--- config.mk ---
export PLATFORM = sky130hd
export DESIGN_NAME = aes256_enc_round_ctrl_flat
export DESIGN_NICKNAME = d
export VERILOG_FILES = /design/src/rtl/aes_enc_pkg.sv /design/src/rtl/aes256_enc_round_ctrl_if.sv /design/src/rtl/aes_round_counter.sv /design/src/rtl/aes256_enc_round_ctrl.sv /design/src/flat_wrapper.sv
export SDC_FILE = /design/constraint.sdc
export NUM_CORES = 1
export LEC_CHECK = 0
export ABC_AREA = 1
export BUFFER_PORTS_ARGS = -buffer_cell sky130_fd_sc_hd__buf_2
export CAP_MARGIN = 25
export CORE_UTILIZATION = 40
export DETAILED_ROUTE_END_ITERATION = 8
export GPL_ROUTABILITY_DRIVEN = 0
export PLACE_DENSITY_LB_ADDON = 0.3
export SETUP_SLACK_MARGIN = 0.3
export SLEW_MARGIN = 20
export SYNTH_ARGS = -nofsm -noshare
export SYNTH_HDL_FRONTEND = slang
export SYNTH_SLANG_ARGS = --single-unit
--- constraint.sdc ---
create_clock -name clk -period 2 [get_ports clk]
set_clock_uncertainty 0.15 [all_clocks]
set_input_delay 0.5 -clock clk [delete_from_list [all_inputs] [get_ports clk]]
set_output_delay 0.5 -clock clk [all_outputs]
set_load 0.01 [all_outputs]
--- src/rtl/aes_enc_pkg.sv ---
// Shared definitions for the AES-256 encryption round controller:
// FSM state encoding, addRoundKey source select codes and the default round count.
package aes_enc_pkg;

    // Controller states; one state per datapath stage plus the idle/result states.
    typedef enum logic [2:0] {
        ST_IDLE     = 3'd0,
        ST_INIT_ARK = 3'd1,
        ST_SB       = 3'd2,
        ST_SR       = 3'd3,
        ST_MC       = 3'd4,
        ST_ARK      = 3'd5,
        ST_DONE     = 3'd6
    } enc_state_t;

    // addRoundKey data source select.
    localparam logic [1:0] ARK_SRC_PT = 2'd0;  // plaintext (initial whitening)
    localparam logic [1:0] ARK_SRC_MC = 2'd1;  // mixColumns output (rounds 1..NR-1)
    localparam logic [1:0] ARK_SRC_SR = 2'd2;  // shiftRows output (final round)

    // AES-256 uses 14 cipher rounds.
    localparam int NR_AES256 = 14;

endpackage

--- src/rtl/aes256_enc_round_ctrl_if.sv ---
// Handshake and stage-control bundle between the round controller and its
// surroundings (start/result handshake, key availability, stage strobes).
interface aes256_enc_round_ctrl_if #(
    parameter int KIDX_W = 4
);
    logic              start;
    logic              out_ready;
    logic              key_rdy;
    logic              sb_wr_en;
    logic              sr_wr_en;
    logic              mc_wr_en;
    logic              ark_wr_en;
    logic [1:0]        ark_sel;
    logic [KIDX_W-1:0] key_idx;
    logic              busy;
    logic              out_valid;

    // Controller side: consumes handshake inputs, drives the stage controls.
    modport master (
        input  start, out_ready, key_rdy,
        output sb_wr_en, sr_wr_en, mc_wr_en, ark_wr_en,
        output ark_sel, key_idx, busy, out_valid
    );

    // Datapath / host side.
    modport slave (
        output start, out_ready, key_rdy,
        input  sb_wr_en, sr_wr_en, mc_wr_en, ark_wr_en,
        input  ark_sel, key_idx, busy, out_valid
    );
endinterface

--- src/rtl/aes_round_counter.sv ---
// Round counter for the encryption controller: synchronous clear to 0,
// increment, saturates at NR and flags the terminal round.
module aes_round_counter #(
    parameter int NR = 14,
    parameter int W  = 4
) (
    input  logic         clk,
    input  logic         resetn,
    input  logic         clr,
    input  logic         inc,
    output logic [W-1:0] count,
    output logic         last
);
    localparam logic [W-1:0] NR_L = W'(NR);

    logic [W-1:0] count_reg;

    // Count register; saturation keeps the index inside the key schedule.
    always_ff @(posedge clk or negedge resetn) begin
        if (!resetn) begin
            count_reg <= '0;
        end else if (clr) begin
            count_reg <= '0;
        end else if (inc && (count_reg != NR_L)) begin
            count_reg <= count_reg + 1'b1;
        end
    end

    assign count = count_reg;
    assign last  = (count_reg == NR_L);

endmodule

--- src/rtl/aes256_enc_round_ctrl.sv ---
// AES-256 encryption round controller. Sequences subBytes, shiftRows,
// mixColumns and addRoundKey stage captures with one-cycle strobes, selects the
// addRoundKey source and round-key index, and skips mixColumns in the final round.
// Optional build macro AES_ENC_KEY_WAIT_EN: stall addRoundKey until key_rdy=1.
module aes256_enc_round_ctrl
    import aes_enc_pkg::*;
#(
    parameter int NR     = NR_AES256,
    parameter int KIDX_W = 4
) (
    input  logic clk,
    input  logic resetn,
    aes256_enc_round_ctrl_if.master bus
);

    enc_state_t        state_reg, state_next;
    logic              cnt_clr, cnt_inc, cnt_last;
    logic [KIDX_W-1:0] round_cnt;
    logic              key_ok;

    logic              sb_wr_en_reg,  sb_wr_en_next;
    logic              sr_wr_en_reg,  sr_wr_en_next;
    logic              mc_wr_en_reg,  mc_wr_en_next;
    logic              ark_phase_reg, ark_phase_next;
    logic [1:0]        ark_sel_reg,   ark_sel_next;
    logic [KIDX_W-1:0] key_idx_reg,   key_idx_next;
    logic              busy_reg,      busy_next;
    logic              out_valid_reg, out_valid_next;

`ifdef AES_ENC_KEY_WAIT_EN
    // The key-wait stall has to act within the cycle key_rdy rises, so the
    // addRoundKey strobe is the registered phase qualified by key_rdy.
    assign key_ok        = bus.key_rdy;
    assign bus.ark_wr_en = ark_phase_reg & bus.key_rdy;
`else
    logic unused_key_rdy;
    assign unused_key_rdy = bus.key_rdy;
    assign key_ok         = 1'b1;
    assign bus.ark_wr_en  = ark_phase_reg;
`endif

    aes_round_counter #(
        .NR (NR),
        .W  (KIDX_W)
    ) u_round_cnt (
        .clk    (clk),
        .resetn (resetn),
        .clr    (cnt_clr),
        .inc    (cnt_inc),
        .count  (round_cnt),
        .last   (cnt_last)
    );

    // State register.
    always_ff @(posedge clk or negedge resetn) begin
        if (!resetn) begin
            state_reg <= ST_IDLE;
        end else begin
            state_reg <= state_next;
        end
    end

    // Next-state logic and round-counter control.
    always_comb begin
        state_next = state_reg;
        cnt_clr    = 1'b0;
        cnt_inc    = 1'b0;
        case (state_reg)
            ST_IDLE: begin
                if (bus.start) begin
                    state_next = ST_INIT_ARK;
                    cnt_clr    = 1'b1;
                end
            end
            ST_INIT_ARK: begin
                if (key_ok) begin
                    state_next = ST_SB;
                    cnt_inc    = 1'b1;
                end
            end
            ST_SB: state_next = ST_SR;
            ST_SR: state_next = cnt_last ? ST_ARK : ST_MC;
            ST_MC: state_next = ST_ARK;
            ST_ARK: begin
                if (key_ok) begin
                    if (cnt_last) begin
                        state_next = ST_DONE;
                    end else begin
                        state_next = ST_SB;
                        cnt_inc    = 1'b1;
                    end
                end
            end
            ST_DONE: begin
                if (bus.out_ready) begin
                    state_next = ST_IDLE;
                end
            end
            default: state_next = ST_IDLE;
        endcase
    end

    // Output decode from the upcoming state so the registered outputs line up
    // with the state they describe. The round counter only moves on leaving
    // INIT_ARK/ARK, so its current value is the index for an upcoming ARK.
    always_comb begin
        sb_wr_en_next  = (state_next == ST_SB);
        sr_wr_en_next  = (state_next == ST_SR);
        mc_wr_en_next  = (state_next == ST_MC);
        ark_phase_next = (state_next == ST_INIT_ARK) || (state_next == ST_ARK);
        ark_sel_next   = ARK_SRC_PT;
        key_idx_next   = '0;
        busy_next      = (state_next != ST_IDLE);
        out_valid_next = (state_next == ST_DONE);
        if (state_next == ST_ARK) begin
            ark_sel_next = cnt_last ? ARK_SRC_SR : ARK_SRC_MC;
            key_idx_next = round_cnt;
        end
    end

    // Output registers; reset clears them at once, aborting any operation.
    always_ff @(posedge clk or negedge resetn) begin
        if (!resetn) begin
            sb_wr_en_reg  <= 1'b0;
            sr_wr_en_reg  <= 1'b0;
            mc_wr_en_reg  <= 1'b0;
            ark_phase_reg <= 1'b0;
            ark_sel_reg   <= ARK_SRC_PT;
            key_idx_reg   <= '0;
            busy_reg      <= 1'b0;
            out_valid_reg <= 1'b0;
        end else begin
            sb_wr_en_reg  <= sb_wr_en_next;
            sr_wr_en_reg  <= sr_wr_en_next;
            mc_wr_en_reg  <= mc_wr_en_next;
            ark_phase_reg <= ark_phase_next;
            ark_sel_reg   <= ark_sel_next;
            key_idx_reg   <= key_idx_next;
            busy_reg      <= busy_next;
            out_valid_reg <= out_valid_next;
        end
    end

    assign bus.sb_wr_en  = sb_wr_en_reg;
    assign bus.sr_wr_en  = sr_wr_en_reg;
    assign bus.mc_wr_en  = mc_wr_en_reg;
    assign bus.ark_sel   = ark_sel_reg;
    assign bus.key_idx   = key_idx_reg;
    assign bus.busy      = busy_reg;
    assign bus.out_valid = out_valid_reg;

endmodule

--- src/flat_wrapper.sv ---
// flat-port wrapper written by rule: the top's interface ports become plain ports
module aes256_enc_round_ctrl_flat import aes_enc_pkg::*;
#(
    parameter int NR     = NR_AES256,
    parameter int KIDX_W = 4
)
  (clk, resetn, bus_start, bus_out_ready, bus_key_rdy, bus_sb_wr_en, bus_sr_wr_en, bus_mc_wr_en, bus_ark_wr_en, bus_ark_sel, bus_key_idx, bus_busy, bus_out_valid);
  aes256_enc_round_ctrl_if #(.KIDX_W(KIDX_W)) bus_i ();
  input  logic clk;
  input  logic resetn;
  input wire logic [$bits(bus_i.start)-1:0] bus_start;
  input wire logic [$bits(bus_i.out_ready)-1:0] bus_out_ready;
  input wire logic [$bits(bus_i.key_rdy)-1:0] bus_key_rdy;
  output wire logic [$bits(bus_i.sb_wr_en)-1:0] bus_sb_wr_en;
  output wire logic [$bits(bus_i.sr_wr_en)-1:0] bus_sr_wr_en;
  output wire logic [$bits(bus_i.mc_wr_en)-1:0] bus_mc_wr_en;
  output wire logic [$bits(bus_i.ark_wr_en)-1:0] bus_ark_wr_en;
  output wire logic [$bits(bus_i.ark_sel)-1:0] bus_ark_sel;
  output wire logic [$bits(bus_i.key_idx)-1:0] bus_key_idx;
  output wire logic [$bits(bus_i.busy)-1:0] bus_busy;
  output wire logic [$bits(bus_i.out_valid)-1:0] bus_out_valid;
  assign bus_i.start = bus_start;
  assign bus_i.out_ready = bus_out_ready;
  assign bus_i.key_rdy = bus_key_rdy;
  assign bus_sb_wr_en = bus_i.sb_wr_en;
  assign bus_sr_wr_en = bus_i.sr_wr_en;
  assign bus_mc_wr_en = bus_i.mc_wr_en;
  assign bus_ark_wr_en = bus_i.ark_wr_en;
  assign bus_ark_sel = bus_i.ark_sel;
  assign bus_key_idx = bus_i.key_idx;
  assign bus_busy = bus_i.busy;
  assign bus_out_valid = bus_i.out_valid;
  aes256_enc_round_ctrl #(.NR(NR), .KIDX_W(KIDX_W)) u_core (.clk(clk), .resetn(resetn), .bus(bus_i));
endmodule
# ---- Yosys cells after proc, flatten, opt, wreduce, memory -nomap -nowiden
# Index checks and enable logic that the tools add are counted.
dict set report op_classes {
  add_sub_neg 1
  n_eq_ne 14
  mux 14
  n_reduce_logical 5
}
# op n
set ops {}
lappend ops {{case mux 3 bit (7 select lines)} 1}
lappend ops {{equality test 3 bit (second input constant)} 6}
lappend ops {{equality test 3 x 2 -> 1 bit (second input constant)} 4}
lappend ops {{two-way mux 4 bit} 3}
lappend ops {{two-way mux 3 bit} 3}
lappend ops {{equality test 3 x 1 -> 1 bit (second input constant)} 2}
lappend ops {{adder 4 x 1 -> 4 bit (second input constant)} 1}
lappend ops {{equality test 4 bit (second input constant)} 1}
lappend ops {{two-way mux 1 bit} 4}
lappend ops {{two-way mux 2 bit} 2}
lappend ops {{!= test 4 bit (second input constant)} 1}
lappend ops {{logical NOT 3 bit} 1}
lappend ops {{nonzero test 3 bit} 1}
lappend ops {{case mux 1 bit (2 select lines)} 1}
lappend ops {{nonzero test 2 bit} 1}
lappend ops {{logical AND 1 bit} 1}
lappend ops {{logical OR 1 bit} 1}
dict set report word_totals {
  reg_bits 19
  out_inout_bits 12
}

# ---- Longest topological paths before layout
# Gate-level depths: netlist of run 1.
dict set report depth {
  word_depth 6
  depth_mapped 8
  mapped_depth_nobuf 8
}

# ---- Hierarchy
# A second synthesis of run 1 with hierarchy kept.
dict set report hier_totals {
  cells_unflattened 101
  hier_area_um2 863.3
}
# module instances cells_each area_per_inst_um2 seq_area_each_um2
set modules_own_cells {}
lappend modules_own_cells {aes256_enc_round_ctrl 1 69 614.3 375.4}
lappend modules_own_cells {aes_round_counter 1 32 249.0 100.1}

# ---- Worst setup path before layout of run 1
# No wires, ideal clock.
dict set report synth_timing {
  path_kind {reg2reg}
  start {reg u_core.u_round_cnt.count_reg[0] (netlist: u_core.u_round_cnt.count[0])}
  end {reg u_core.mc_wr_en_reg (netlist: u_core.bus.mc_wr_en)}
  setup_ns 0.123
  arrival_time_ns 1.142
  required_ns 1.727
  path_slack_ns 0.586
  stages_incl_launch_ff 8
  period_less_slack_ns 1.414
  cell_sequence {dfrtp_1 > inv_1 > ha_1 > nand3_1 > nor2_2 > nor2_8 > nand3_2 > nor2_1}
}
dict set report synth_between {
  elab_chain_cells 4
  elab_cells_between_ends 5
  classes_between {eq/ne (2); mux (3)}
}
# element line_no
set synth_lines {}
lappend synth_lines {{start: declaration} aes_round_counter.sv:16} ;# logic [W-1:0] count_reg;
lappend synth_lines {{start signal: assignment} aes_round_counter.sv:25} ;# count_reg <= count_reg + 1'b1;
lappend synth_lines {{equality test 4 bit (*)} aes_round_counter.sv:30} ;# assign last = (count_reg == NR_L);
lappend synth_lines {{two-way mux 1 bit / two-way mux 3 bit (equally long branches)} {aes256_enc_round_ctrl.sv:82, aes256_enc_round_ctrl.sv:86}}
lappend synth_lines {{case mux 3 bit (7 select lines) (*)} aes256_enc_round_ctrl.sv:68} ;# case (state_reg)
lappend synth_lines {{equality test 3 bit (*)} aes256_enc_round_ctrl.sv:109} ;# mc_wr_en_next = (state_next == ST_MC);
lappend synth_lines {{net u_core.mc_wr_en_next} aes256_enc_round_ctrl.sv:23} ;# logic mc_wr_en_reg, mc_wr_en_next;
lappend synth_lines {{end signal: assignment} aes256_enc_round_ctrl.sv:135} ;# mc_wr_en_reg <= mc_wr_en_next;
lappend synth_lines {{end: declaration} aes256_enc_round_ctrl.sv:23}
# The timed path passes the listed nets; every way through them passes the cells marked *.
# A chain may end at the register's enable or synchronous reset.

# ---- Worst setup path in the final report of run 1
# Ends and elaborated chain as after synthesis.

==> impl_results.html, run 1 <==
<table>
<tr><th>Metric</th><th>Value</th></tr>
<tr><th colspan="2">STA</th></tr>
<tr><td>Worst slew slack as a fraction of its limit</td><td>73.3%</td></tr>
<tr><td>Final worst-path cycle share</td><td>78.9%</td></tr>
<tr><td>TNS Setup</td><td>0 ns</td></tr>
<tr><td>Number of pins exceeding their max-slew limit in the final report</td><td>0</td></tr>
<tr><td>Setup-violating endpoint count in the final report</td><td>0</td></tr>
<tr><td>Post-layout min period</td><td>1.58 ns</td></tr>
<tr><td>Slew at the pin closest to its max-slew limit</td><td>0.401 ns</td></tr>
<tr><td>Max frequency</td><td>634 MHz</td></tr>
<tr><td>Worst hold-check slack</td><td>0.354 ns</td></tr>
<tr><td>Unrepaired setup endpoints after global routing</td><td>true</td></tr>
<tr><td>Endpoints failing hold</td><td>0</td></tr>
<tr><th colspan="2">Power</th></tr>
<tr><td>Switching power</td><td>0.000158 W</td></tr>
<tr><td>Proportion of power drawn by flip-flops and latches</td><td>61.4%</td></tr>
<tr><td>Clk pwr share</td><td>30.7%</td></tr>
<tr><td>Fraction of power spent switching nets</td><td>24.7%</td></tr>
<tr><td>Power per Cell Area</td><td>664 nW/um^2</td></tr>
<tr><td>Part of the power in combinational logic</td><td>7.9%</td></tr>
<tr><td>Static power due to leakage</td><td>0.581 nW</td></tr>
<tr><td>Internal</td><td>0.000484 W</td></tr>
<tr><td>Peak supply drop</td><td>0.358 mV</td></tr>
<tr><th colspan="2">Final layout</th></tr>
<tr><td>Synth-to-layout area growth</td><td>18.2%</td></tr>
<tr><td>Number of standard cells in the layout, taps in and fillers out</td><td>133</td></tr>
<tr><td>Final core utilization</td><td>53.1%</td></tr>
<tr><td>Diodes inserted</td><td>0</td></tr>
<tr><td>Final net count</td><td>116</td></tr>
<tr><td>Number of filler instances in the final layout</td><td>179</td></tr>
<tr><td>Sequential Area</td><td>475 sq um</td></tr>
<tr><td>Footprint of the multi-input gates</td><td>285 sq um</td></tr>
<tr><td>Share of final-layout standard cells stronger than drive strength 1</td><td>27.8%</td></tr>
<tr><th colspan="2">Route</th></tr>
<tr><td>Via density per instance</td><td>4.62</td></tr>
<tr><td>Post-route antenna net violation count</td><td>0</td></tr>
<tr><td>Drt total wl</td><td>1340 um</td></tr>
<tr><td>Detailed Route Iter0 Violations</td><td>20</td></tr>
<tr><td>Via count</td><td>615</td></tr>
<tr><td>Routed wire length per instance</td><td>10.1 um</td></tr>
<tr><td>First-pass iteration count of the detailed router</td><td>4</td></tr>
<tr><td>DRC</td><td>0</td></tr>
<tr><th colspan="2">Floorplanning</th></tr>
<tr><td>Die X-Extent</td><td>47.2 um</td></tr>
<tr><td>Number of rows in the core area</td><td>15</td></tr>
<tr><td>Ports placed on the boundary</td><td>17</td></tr>
<tr><td>Height of the die</td><td>47.2 um</td></tr>
<tr><td>Die Area</td><td>2230 sq um</td></tr>
<tr><td>Initial core utilization</td><td>44.9%</td></tr>
<tr><td>Area of the core</td><td>1820 sq um</td></tr>
<tr><th colspan="2">Synthesis</th></tr>
<tr><td>List of most frequent post-synthesis cells</td><td>sky130_fd_sc_hd__dfrtp_1 (19), sky130_fd_sc_hd__nand2_1 (16), sky130_fd_sc_hd__nor2_1 (13)</td></tr>
<tr><td>Proportion of netlist area held by the largest area contributor</td><td>58.1%</td></tr>
<tr><td>Leading register cell type out of synthesis</td><td>sky130_fd_sc_hd__dfrtp_1</td></tr>
<tr><td>Flip-flop and latch count after synthesis</td><td>19</td></tr>
<tr><td>Number of enable-type register cells in the synthesized netlist</td><td>0</td></tr>
<tr><td>Most repeated cell in the gate-level netlist after synthesis</td><td>sky130_fd_sc_hd__dfrtp_1</td></tr>
<tr><td>Share of synthesized area occupied by flip-flops and latches</td><td>58.1%</td></tr>
<tr><td>Share of async-settable or async-resettable flops after synthesis</td><td>100%</td></tr>
<tr><td>Post-Synthesis Cells</td><td>88</td></tr>
<tr><td>Synth cell types</td><td>16</td></tr>
<tr><td>Yosys Warn Count</td><td>0</td></tr>
<tr><td>Cell Area, Synth</td><td>818 sq um</td></tr>
<tr><td>Dominant cell type by area after synthesis</td><td>sky130_fd_sc_hd__dfrtp_1</td></tr>
<tr><td>Largest cells by area after synthesis</td><td>sky130_fd_sc_hd__dfrtp_1 (58%), sky130_fd_sc_hd__nand2_1 (7.3%), sky130_fd_sc_hd__nor2_1 (6.0%)</td></tr>
<tr><td>Syn nets</td><td>95</td></tr>
<tr><td>Per-instance average area after synthesis</td><td>9.30 sq um</td></tr>
<tr><th colspan="2">Global route</th></tr>
<tr><td>Initial antenna violation count</td><td>0</td></tr>
<tr><td>Number of global-route vias before repair</td><td>507</td></tr>
<tr><td>First-pass GRT wire length</td><td>2210 um</td></tr>
<tr><td>Pin count of the biggest net entering global routing</td><td>20</td></tr>
<tr><td>Congestion Overflow GR</td><td>0</td></tr>
<tr><td>Overall routing resource usage</td><td>14.8%</td></tr>
<tr><th colspan="2">Setup path</th></tr>
<tr><td>Critical Path Sink Type</td><td>register</td></tr>
<tr><td>Crit path DAT</td><td>1.62 ns</td></tr>
<tr><td>Critical path fanouts, max</td><td>7</td></tr>
<tr><td>Data required, critical path</td><td>2.04 ns</td></tr>
<tr><td>Critical path class</td><td>register to register</td></tr>
<tr><td>CP Launch Type</td><td>register</td></tr>
<tr><th colspan="2">Clocking</th></tr>
<tr><td>CTS buffer count</td><td>3</td></tr>
<tr><td>Later-pin clock latency in the skew report</td><td>0.30 ns</td></tr>
<tr><td>Clock sink total</td><td>19</td></tr>
<tr><td>Clk slew on worst S/H paths</td><td>0.11 ns</td></tr>
<tr><td>Maximum buffer depth of the clock tree</td><td>2</td></tr>
<tr><td>H-tree lvl count</td><td>1</td></tr>
<tr><td>TritonCTS clock tree</td><td>built</td></tr>
<tr><td>Root Buffer Master</td><td>sky130_fd_sc_hd__clkbuf_4</td></tr>
<tr><th colspan="2">Status</th></tr>
<tr><td>Outcome</td><td>finished clean</td></tr>
<tr><th colspan="2">Placement</th></tr>
<tr><td>Placed wire-length estimate after detailed placement</td><td>1010 um</td></tr>
<tr><td># port buffers</td><td>15</td></tr>
<tr><td>Cells after DPL</td><td>128</td></tr>
<tr><th colspan="2">Worst hold path</th></tr>
<tr><td>Class of the tightest hold or removal check</td><td>input pin to register</td></tr>
<tr><th colspan="2">Flow run</th></tr>
<tr><td>Number of maximum-capacitance violations</td><td>0</td></tr>
</table>
==> logic make-up after synthesis <==
group / synth area share, %
adder cells (fa/ha/maj): 3.06
AO/OA/AOI/OAI: 4.13
AND/OR/NAND/NOR: 25.2
flip-flops: 58.1
XOR/XNOR: 2.14
buffers and inverters: 7.34
==> repair_timing <==
action,in CTS,in global routing
hold buffers,1,0
setup endpoints to repair,0,3
resized for setup,0,1
hold endpoints to repair,19,0
setup buffers,0,0
==> worst paths after layout <==
| check | to | slack, ns | from | cells after the start |
|---|---|---|---|---|
| max in group asynchronous | u_core.bus.mc_wr_en | 0.91 | resetn | 2 |
| min in group asynchronous | u_core.u_round_cnt.count[0] | 0.49 | resetn | 2 |
| min reg2reg | u_core.u_round_cnt.count[3] | 0.41 | u_core.u_round_cnt.count[3] | 2 |
| min | u_core.bus.out_valid | 0.35 | bus_out_ready | 4 |
| max | u_core.bus.mc_wr_en | 0.42 | u_core.u_round_cnt.count[0] | 7 |
| max reg2reg | u_core.bus.mc_wr_en | 0.42 | u_core.u_round_cnt.count[0] | 7 |
==> stage by stage <==
step	total power, W	worst slack (ns)	instance area (sq um)
2_1_floorplan	0.000431	0.586	818
3_3_place_gp	0.000450	0.479	925
3_5_place_dp	0.000450	0.433	925
4_1_cts	0.000645	0.405	965
5_1_grt	0.000676	0.295	967
6_report	0.000642	0.423	967
==> per-layer routing <==
layer	track usage [%]	vias up	wire length, um
li1	-	312	-
met3	3.85	4	71
met1	20.8	276	647
met2	21.4	23	606
met5	0	-	0
met4	6.86	0	17
==> placed cells by master, fill, tap and decap left out <==
master	netlist	routed
sky130_fd_sc_hd__o211ai_1	1	1
sky130_fd_sc_hd__dfrtp_1	19	19
sky130_fd_sc_hd__inv_2	5	5
sky130_fd_sc_hd__nor2_1	13	12
sky130_fd_sc_hd__inv_1	11	11
sky130_fd_sc_hd__a21oi_1	2	2
sky130_fd_sc_hd__nor2_8	1	1
sky130_fd_sc_hd__nand3_2	2	2
sky130_fd_sc_hd__nand2_2	1	1
sky130_fd_sc_hd__nand2_1	16	16
sky130_fd_sc_hd__clkinvlp_4	0	1
sky130_fd_sc_hd__xor2_1	2	2
sky130_fd_sc_hd__ha_1	2	2
sky130_fd_sc_hd__clkbuf_4	0	3
sky130_fd_sc_hd__nand3_1	9	9
sky130_fd_sc_hd__o22ai_1	1	1
sky130_fd_sc_hd__nor2_2	1	2
sky130_fd_sc_hd__buf_2	0	15
sky130_fd_sc_hd__o21ai_1	2	2
sky130_fd_sc_hd__dlygate4sd3_1	0	1
==> area by class of cell <==
type / instances / share of cell area, %
multi-input cells: 53 / 29.5
well taps: 25 / 3.23
clock inverters: 1 / 0.776
repair buffers: 16 / 8.80
flip-flops and latches: 19 / 49.2
inverters: 16 / 6.21
clock buffers: 3 / 2.33
==> worst max-delay path, stage by stage (launching register included) <==
cell	delay (ns)
sky130_fd_sc_hd__dfrtp_1	0.41
sky130_fd_sc_hd__inv_1	0.12
sky130_fd_sc_hd__ha_1	0.19
sky130_fd_sc_hd__nand3_1	0.16
sky130_fd_sc_hd__nor2_2	0.26
sky130_fd_sc_hd__nor2_8	0.07
sky130_fd_sc_hd__nand3_2	0.06
sky130_fd_sc_hd__nor2_1	0.04
==> power by group through the flow <==
stage	registers [W]	clock network (W)	logic, W
2_1_floorplan	0.000403	0	0.0000276
3_3_place_gp	0.000402	0	0.0000482
3_5_place_dp	0.000401	0	0.0000490
4_1_cts	0.000394	0.000200	0.0000505
5_1_grt	0.000395	0.000224	0.0000572
6_report	0.000394	0.000197	0.0000508
Note: power is estimated with default switching activity, not from simulation.
==> run 2: changes to the inputs <==
--- a/config.mk
+++ b/config.mk
@@ -5,7 +5,7 @@
 export SDC_FILE = /design/constraint.sdc
 export NUM_CORES = 1
 export LEC_CHECK = 0
-export ABC_AREA = 1
+export ABC_AREA = 0
 export BUFFER_PORTS_ARGS = -buffer_cell sky130_fd_sc_hd__buf_2
 export CAP_MARGIN = 25
 export CORE_UTILIZATION = 40
==> constraint.sdc (replaced) <==
create_clock -name clk -period 1.6 [get_ports clk]
set_clock_uncertainty 0.15 [all_clocks]
set_input_delay 0.4 -clock clk [delete_from_list [all_inputs] [get_ports clk]]
set_output_delay 0.4 -clock clk [all_outputs]
set_load 0.01 [all_outputs]
==> run 2 against run 1 <==
- combinational power grew to 20 times the previous value
- critical path depth down 3
- sequential cell count is the same
- non-clock buffer count increased by 15
- cell count shrank 2.3%
- worst setup slack got worse by 0.28 ns
- first-iteration DRC count down 85%
- power increased to 3.2 times the previous value
- wire length up 33%
- die area up 2.3%
- sequential power rose by 93%
- largest cell class unchanged
- largest power group is now combinational logic
- highest routed layer unchanged
==> impl_results.html, run 2 <==
<table>
<tr><th>Metric</th><th>Value</th></tr>
<tr><th colspan="2">Route</th></tr>
<tr><td>First-pass iteration count of the detailed router</td><td>4 (unchanged)</td></tr>
<tr><td>DRC</td><td>0 (unchanged)</td></tr>
<tr><td>Via count</td><td>664 (+8.0%)</td></tr>
<tr><td>Drt total wl</td><td>1780 um (+33%)</td></tr>
<tr><td>Routed wire length per instance</td><td>13.7 um (+36%)</td></tr>
<tr><td>Post-route antenna net violation count</td><td>0 (unchanged)</td></tr>
<tr><td>Detailed Route Iter0 Violations</td><td>3 (-85%)</td></tr>
<tr><td>Via density per instance</td><td>5.11 (+10%)</td></tr>
<tr><th colspan="2">Synthesis</th></tr>
<tr><td>Multiplexer share of the synthesized area</td><td>1.79% (+1.8 points)</td></tr>
<tr><td>Yosys Warn Count</td><td>0 (unchanged)</td></tr>
<tr><td>Flip-flop and latch count after synthesis</td><td>19 (unchanged)</td></tr>
<tr><td>Leading register cell type out of synthesis</td><td>sky130_fd_sc_hd__dfrtp_1</td></tr>
<tr><td>Share of synthesized area occupied by flip-flops and latches</td><td>56.7% (-1.4 points)</td></tr>
<tr><td>Post-Synth Simple-Gate Area</td><td>21.0% (-4.2 points)</td></tr>
<tr><td>Proportion of netlist area held by the largest area contributor</td><td>56.7% (-1.4 points)</td></tr>
<tr><td>Dominant cell type by area after synthesis</td><td>sky130_fd_sc_hd__dfrtp_1</td></tr>
<tr><td>Synth cell types</td><td>31 (+15)</td></tr>
<tr><td>Number of enable-type register cells in the synthesized netlist</td><td>0 (unchanged)</td></tr>
<tr><td>Per-instance average area after synthesis</td><td>11.6 sq um (+25%)</td></tr>
<tr><td>Most repeated cell in the gate-level netlist after synthesis</td><td>sky130_fd_sc_hd__dfrtp_1</td></tr>
<tr><td>Cell Area, Synth</td><td>838 sq um (+2.4%)</td></tr>
<tr><td>Share of async-settable or async-resettable flops after synthesis</td><td>100% (unchanged)</td></tr>
<tr><td>Post-Synthesis Cells</td><td>72 (-18%)</td></tr>
<tr><td>Largest cells by area after synthesis</td><td>sky130_fd_sc_hd__dfrtp_1 (57%), sky130_fd_sc_hd__nor2_1 (4.0%), sky130_fd_sc_hd__ha_1 (3.0%)</td></tr>
<tr><td>Dominant combinational cell family by area after synthesis</td><td>simple AND/OR/NAND/NOR gates</td></tr>
<tr><td>Synth Area in Adders</td><td>2.99% (-0.073 points)</td></tr>
<tr><td>Compound-Gate Fraction of Synth Area</td><td>12.5% (+8.4 points)</td></tr>
<tr><td>List of most frequent post-synthesis cells</td><td>sky130_fd_sc_hd__dfrtp_1 (19), sky130_fd_sc_hd__nor2_1 (9), sky130_fd_sc_hd__nand2_1 (5)</td></tr>
<tr><td>Xor and xnor fraction of the mapped netlist area</td><td>0% (-2.1 points)</td></tr>
<tr><td>Syn nets</td><td>79 (-17%)</td></tr>
<tr><th colspan="2">Final layout</th></tr>
<tr><td>Sequential Area</td><td>478 sq um (+0.53%)</td></tr>
<tr><td>Final net count</td><td>111 (-4.3%)</td></tr>
<tr><td>Most common library cell in the layout ignoring fill and taps</td><td>sky130_fd_sc_hd__dfrtp_1</td></tr>
<tr><td>Number of standard cells in the layout, taps in and fillers out</td><td>130 (-2.3%)</td></tr>
<tr><td>Commonest non-fill, non-tap cells in the layout</td><td>sky130_fd_sc_hd__dfrtp_1 (17), sky130_fd_sc_hd__buf_2 (12), sky130_fd_sc_hd__buf_4 (12)</td></tr>
<tr><td>Share of final-layout standard cells stronger than drive strength 1</td><td>54.4% (+27 points)</td></tr>
<tr><td>Footprint of the multi-input gates</td><td>397 sq um (+39%)</td></tr>
<tr><td>Diodes inserted</td><td>0 (unchanged)</td></tr>
<tr><td>Synth-to-layout area growth</td><td>39.6%</td></tr>
<tr><td>Number of filler instances in the final layout</td><td>165 (-7.8%)</td></tr>
<tr><th colspan="2">Global route</th></tr>
<tr><td>Congestion Overflow GR</td><td>0 (unchanged)</td></tr>
<tr><td>Pin count of the biggest net entering global routing</td><td>20 (unchanged)</td></tr>
<tr><td>First-pass GRT wire length</td><td>2370 um (+7.5%)</td></tr>
<tr><td>Overall routing resource usage</td><td>15.4% (+0.58 points)</td></tr>
<tr><td>Number of global-route vias before repair</td><td>553 (+9.1%)</td></tr>
<tr><td>Initial antenna violation count</td><td>0 (unchanged)</td></tr>
<tr><th colspan="2">Setup path</th></tr>
<tr><td>Critical Path Sink Type</td><td>register</td></tr>
<tr><td>Delay-heaviest family, CP</td><td>flip-flops</td></tr>
<tr><td>Data required, critical path</td><td>1.64 ns (-0.40 ns)</td></tr>
<tr><td>Slack of the worst reg-to-reg path</td><td>0.14 ns (-0.28 ns)</td></tr>
<tr><td>Number of logic stages on the critical path including buffering</td><td>4 (-3)</td></tr>
<tr><td>CP Launch Type</td><td>register</td></tr>
<tr><td>Critical path class</td><td>register to register</td></tr>
<tr><td>CP cell instances</td><td>buf_4, ha_1, nand3_1, mux2_4</td></tr>
<tr><td>Critical path fanouts, max</td><td>5 (-2)</td></tr>
<tr><td>Buffers and inverters on the worst path</td><td>1 (unchanged)</td></tr>
<tr><td>Critical Path Max Stage Delay</td><td>0.43 ns (+0.02 ns)</td></tr>
<tr><td>Crit path DAT</td><td>1.50 ns (-0.12 ns)</td></tr>
<tr><td>Worst path slowest cell</td><td>sky130_fd_sc_hd__dfrtp_1</td></tr>
<tr><td>Logic depth of the worst register-to-register path</td><td>4 (-3)</td></tr>
<tr><td>Worst r2r dst</td><td>u_core.u_round_cnt.count[2]</td></tr>
<tr><td>Startpoint of the worst register-to-register path</td><td>u_core.u_round_cnt.count[1]</td></tr>
<tr><th colspan="2">Clocking</th></tr>
<tr><td>Maximum buffer depth of the clock tree</td><td>2 (unchanged)</td></tr>
<tr><td>Clk slew on worst S/H paths</td><td>0.10 ns (about the same)</td></tr>
<tr><td>CTS buffer count</td><td>3 (unchanged)</td></tr>
<tr><td>TritonCTS clock tree</td><td>built</td></tr>
<tr><td>Root Buffer Master</td><td>sky130_fd_sc_hd__clkbuf_4</td></tr>
<tr><td>Clock sink total</td><td>19 (unchanged)</td></tr>
<tr><td>H-tree lvl count</td><td>1 (unchanged)</td></tr>
<tr><td>Later-pin clock latency in the skew report</td><td>0.29 ns (about the same)</td></tr>
<tr><th colspan="2">STA</th></tr>
<tr><td>Worst slew slack as a fraction of its limit</td><td>74.1% (+0.80 points)</td></tr>
<tr><td>Post-layout min period</td><td>1.46 ns (-0.117 ns)</td></tr>
<tr><td>Max frequency</td><td>685 MHz (+8.0%)</td></tr>
<tr><td>Setup-violating endpoint count in the final report</td><td>0 (unchanged)</td></tr>
<tr><td>TNS Setup</td><td>0 ns (unchanged)</td></tr>
<tr><td>Number of pins exceeding their max-slew limit in the final report</td><td>0 (unchanged)</td></tr>
<tr><td>Final worst-path cycle share</td><td>91.3% (+12 points)</td></tr>
<tr><td>Unrepaired setup endpoints after global routing</td><td>true</td></tr>
<tr><td>Endpoints failing hold</td><td>0 (unchanged)</td></tr>
<tr><td>Slew at the pin closest to its max-slew limit</td><td>0.389 ns (-0.0120 ns)</td></tr>
<tr><th colspan="2">Worst hold path</th></tr>
<tr><td>End of the worst hold path</td><td>u_core.bus.busy</td></tr>
<tr><td>Start point of the worst min-delay path</td><td>bus_start</td></tr>
<tr><td>Hold-critical path depth</td><td>3 (-1)</td></tr>
<tr><td>Class of the tightest hold or removal check</td><td>input pin to register</td></tr>
<tr><th colspan="2">Power</th></tr>
<tr><td>Fraction of power spent switching nets</td><td>37.7% (+13 points)</td></tr>
<tr><td>Static power due to leakage</td><td>0.553 nW (-4.7%)</td></tr>
<tr><td>Peak supply drop</td><td>0.826 mV (+130%)</td></tr>
<tr><td>Clk pwr share</td><td>11.6% (-19 points)</td></tr>
<tr><td>Internal</td><td>0.00127 W (+160%)</td></tr>
<tr><td>Part of the power in combinational logic</td><td>51.0% (+43 points)</td></tr>
<tr><td>Proportion of power drawn by flip-flops and latches</td><td>37.4% (-24 points)</td></tr>
<tr><td>Switching power</td><td>0.000766 W (+380%)</td></tr>
<tr><td>Power per Cell Area</td><td>1740 nW/um^2 (+160%)</td></tr>
<tr><th colspan="2">Placement</th></tr>
<tr><td>Placed wire-length estimate after detailed placement</td><td>1060 um (+5.6%)</td></tr>
<tr><td>Cells after DPL</td><td>119 (-7.0%)</td></tr>
<tr><td># port buffers</td><td>15 (unchanged)</td></tr>
<tr><th colspan="2">Floorplanning</th></tr>
<tr><td>Height of the die</td><td>47.8 um (+1.2%)</td></tr>
<tr><td>Die X-Extent</td><td>47.8 um (+1.2%)</td></tr>
<tr><td>Die Area</td><td>2280 sq um (+2.3%)</td></tr>
<tr><td>Area of the core</td><td>1960 sq um (+7.8%)</td></tr>
<tr><td>Initial core utilization</td><td>42.7% (-2.2 points)</td></tr>
<tr><td>Ports placed on the boundary</td><td>17 (unchanged)</td></tr>
<tr><td>Number of rows in the core area</td><td>16 (+1)</td></tr>
<tr><th colspan="2">Status</th></tr>
<tr><td>Outcome</td><td>finished clean</td></tr>
<tr><th colspan="2">Flow run</th></tr>
<tr><td>Number of maximum-capacitance violations</td><td>0 (unchanged)</td></tr>
</table>
## run 2: cell types whose count changed after synthesis, moves of 3 or more
| cell | previous run | this run |
|---|---|---|
| sky130_fd_sc_hd__nor2_1 | 13 | 9 |
| sky130_fd_sc_hd__nand2_1 | 16 | 5 |
| sky130_fd_sc_hd__nor2b_1 | 0 | 3 |
| sky130_fd_sc_hd__inv_2 | 5 | 0 |
| sky130_fd_sc_hd__inv_1 | 11 | 2 |
| sky130_fd_sc_hd__nand3_1 | 9 | 4 |
## run 2: repair_timing
action / CTS / global route
hold buffers: 1 / 0
endpoints found under the hold margin: 19 / 0
buffers inserted: 4 / 2
pin swaps: 3 / 3
resized for setup: 6 / 18
setup endpoints to repair: 28 / 29
## run 2: layout make-up
class / count / share of cell area [%]
timing repair buffer: 31 / 19.5
multi-input combinational: 47 / 33.9
clock buffer: 4 / 2.25
sequential: 19 / 40.9
inverter: 2 / 0.642
tap: 27 / 2.89
## run 2: cell families after synthesis
| family | count (synthesis) |
|---|---|
| buf+inv | 6 |
| mux | 1 |
| fa+ha+maj | 2 |
| flops | 19 |
| compound gates | 14 |
| simple gates | 30 |
## run 2: routing by layer
layer  share of wire (%)  track usage, %  vias to the layer above
met1                  43            19.1                      327
met3                 2.5            2.26                        5
met4                 2.1            10.0                        0
met2                  52            24.9                       19
li1                    -               -                      313
met5                   0               0                        -
## run 2: per-stage QoR
step / setup WS, ns / hold slack [ns] / area (sq um) / util (%) / power [W]
after floorplan: 0.118 / -0.0456 / 852 / - / 0.00127
after global placement: 0.177 / 0.199 / 993 / 50.6 / 0.00148
after detailed placement: 0.174 / 0.198 / 993 / 50.6 / 0.00150
after CTS: 0.195 / 0.254 / 1080 / 54.8 / 0.00184
after global routing: 0.107 / 0.287 / 1170 / 59.6 / 0.00216
final: 0.140 / 0.290 / 1170 / 59.6 / 0.00203
## run 2: worst max-delay path by stage
stage / from / slack (ns) / end
2_1_floorplan: u_core.u_round_cnt.count[1] / 0.12 / u_core.bus.key_idx[1]
3_3_place_gp: u_core.state_reg[0] / 0.18 / u_core.bus.key_idx[1]
3_5_place_dp: u_core.u_round_cnt.count[0] / 0.17 / u_core.u_round_cnt.count[2]
4_1_cts: u_core.state_reg[0] / 0.20 / u_core.bus.key_idx[1]
5_1_grt: u_core.u_round_cnt.count[1] / 0.11 / u_core.u_round_cnt.count[2]
6_report: u_core.u_round_cnt.count[1] / 0.14 / u_core.u_round_cnt.count[2]
## run 2: power by group through the flow
stage / Combinational, W / Sequential, W / Clock, W
finish: 0.00104 / 0.000761 / 0.000235
floorplan: 0.000500 / 0.000768 / 0
global placement: 0.000739 / 0.000742 / 0
CTS: 0.000858 / 0.000741 / 0.000241
detailed placement: 0.000755 / 0.000749 / 0
global route: 0.00112 / 0.000780 / 0.000261
## run 2: worst register-to-register path, stage by stage, from the launching register on
cell                      delay (ns)
sky130_fd_sc_hd__dfrtp_1        0.43
sky130_fd_sc_hd__buf_4          0.17
sky130_fd_sc_hd__ha_1           0.19
sky130_fd_sc_hd__nand3_1        0.12
sky130_fd_sc_hd__mux2_4         0.30
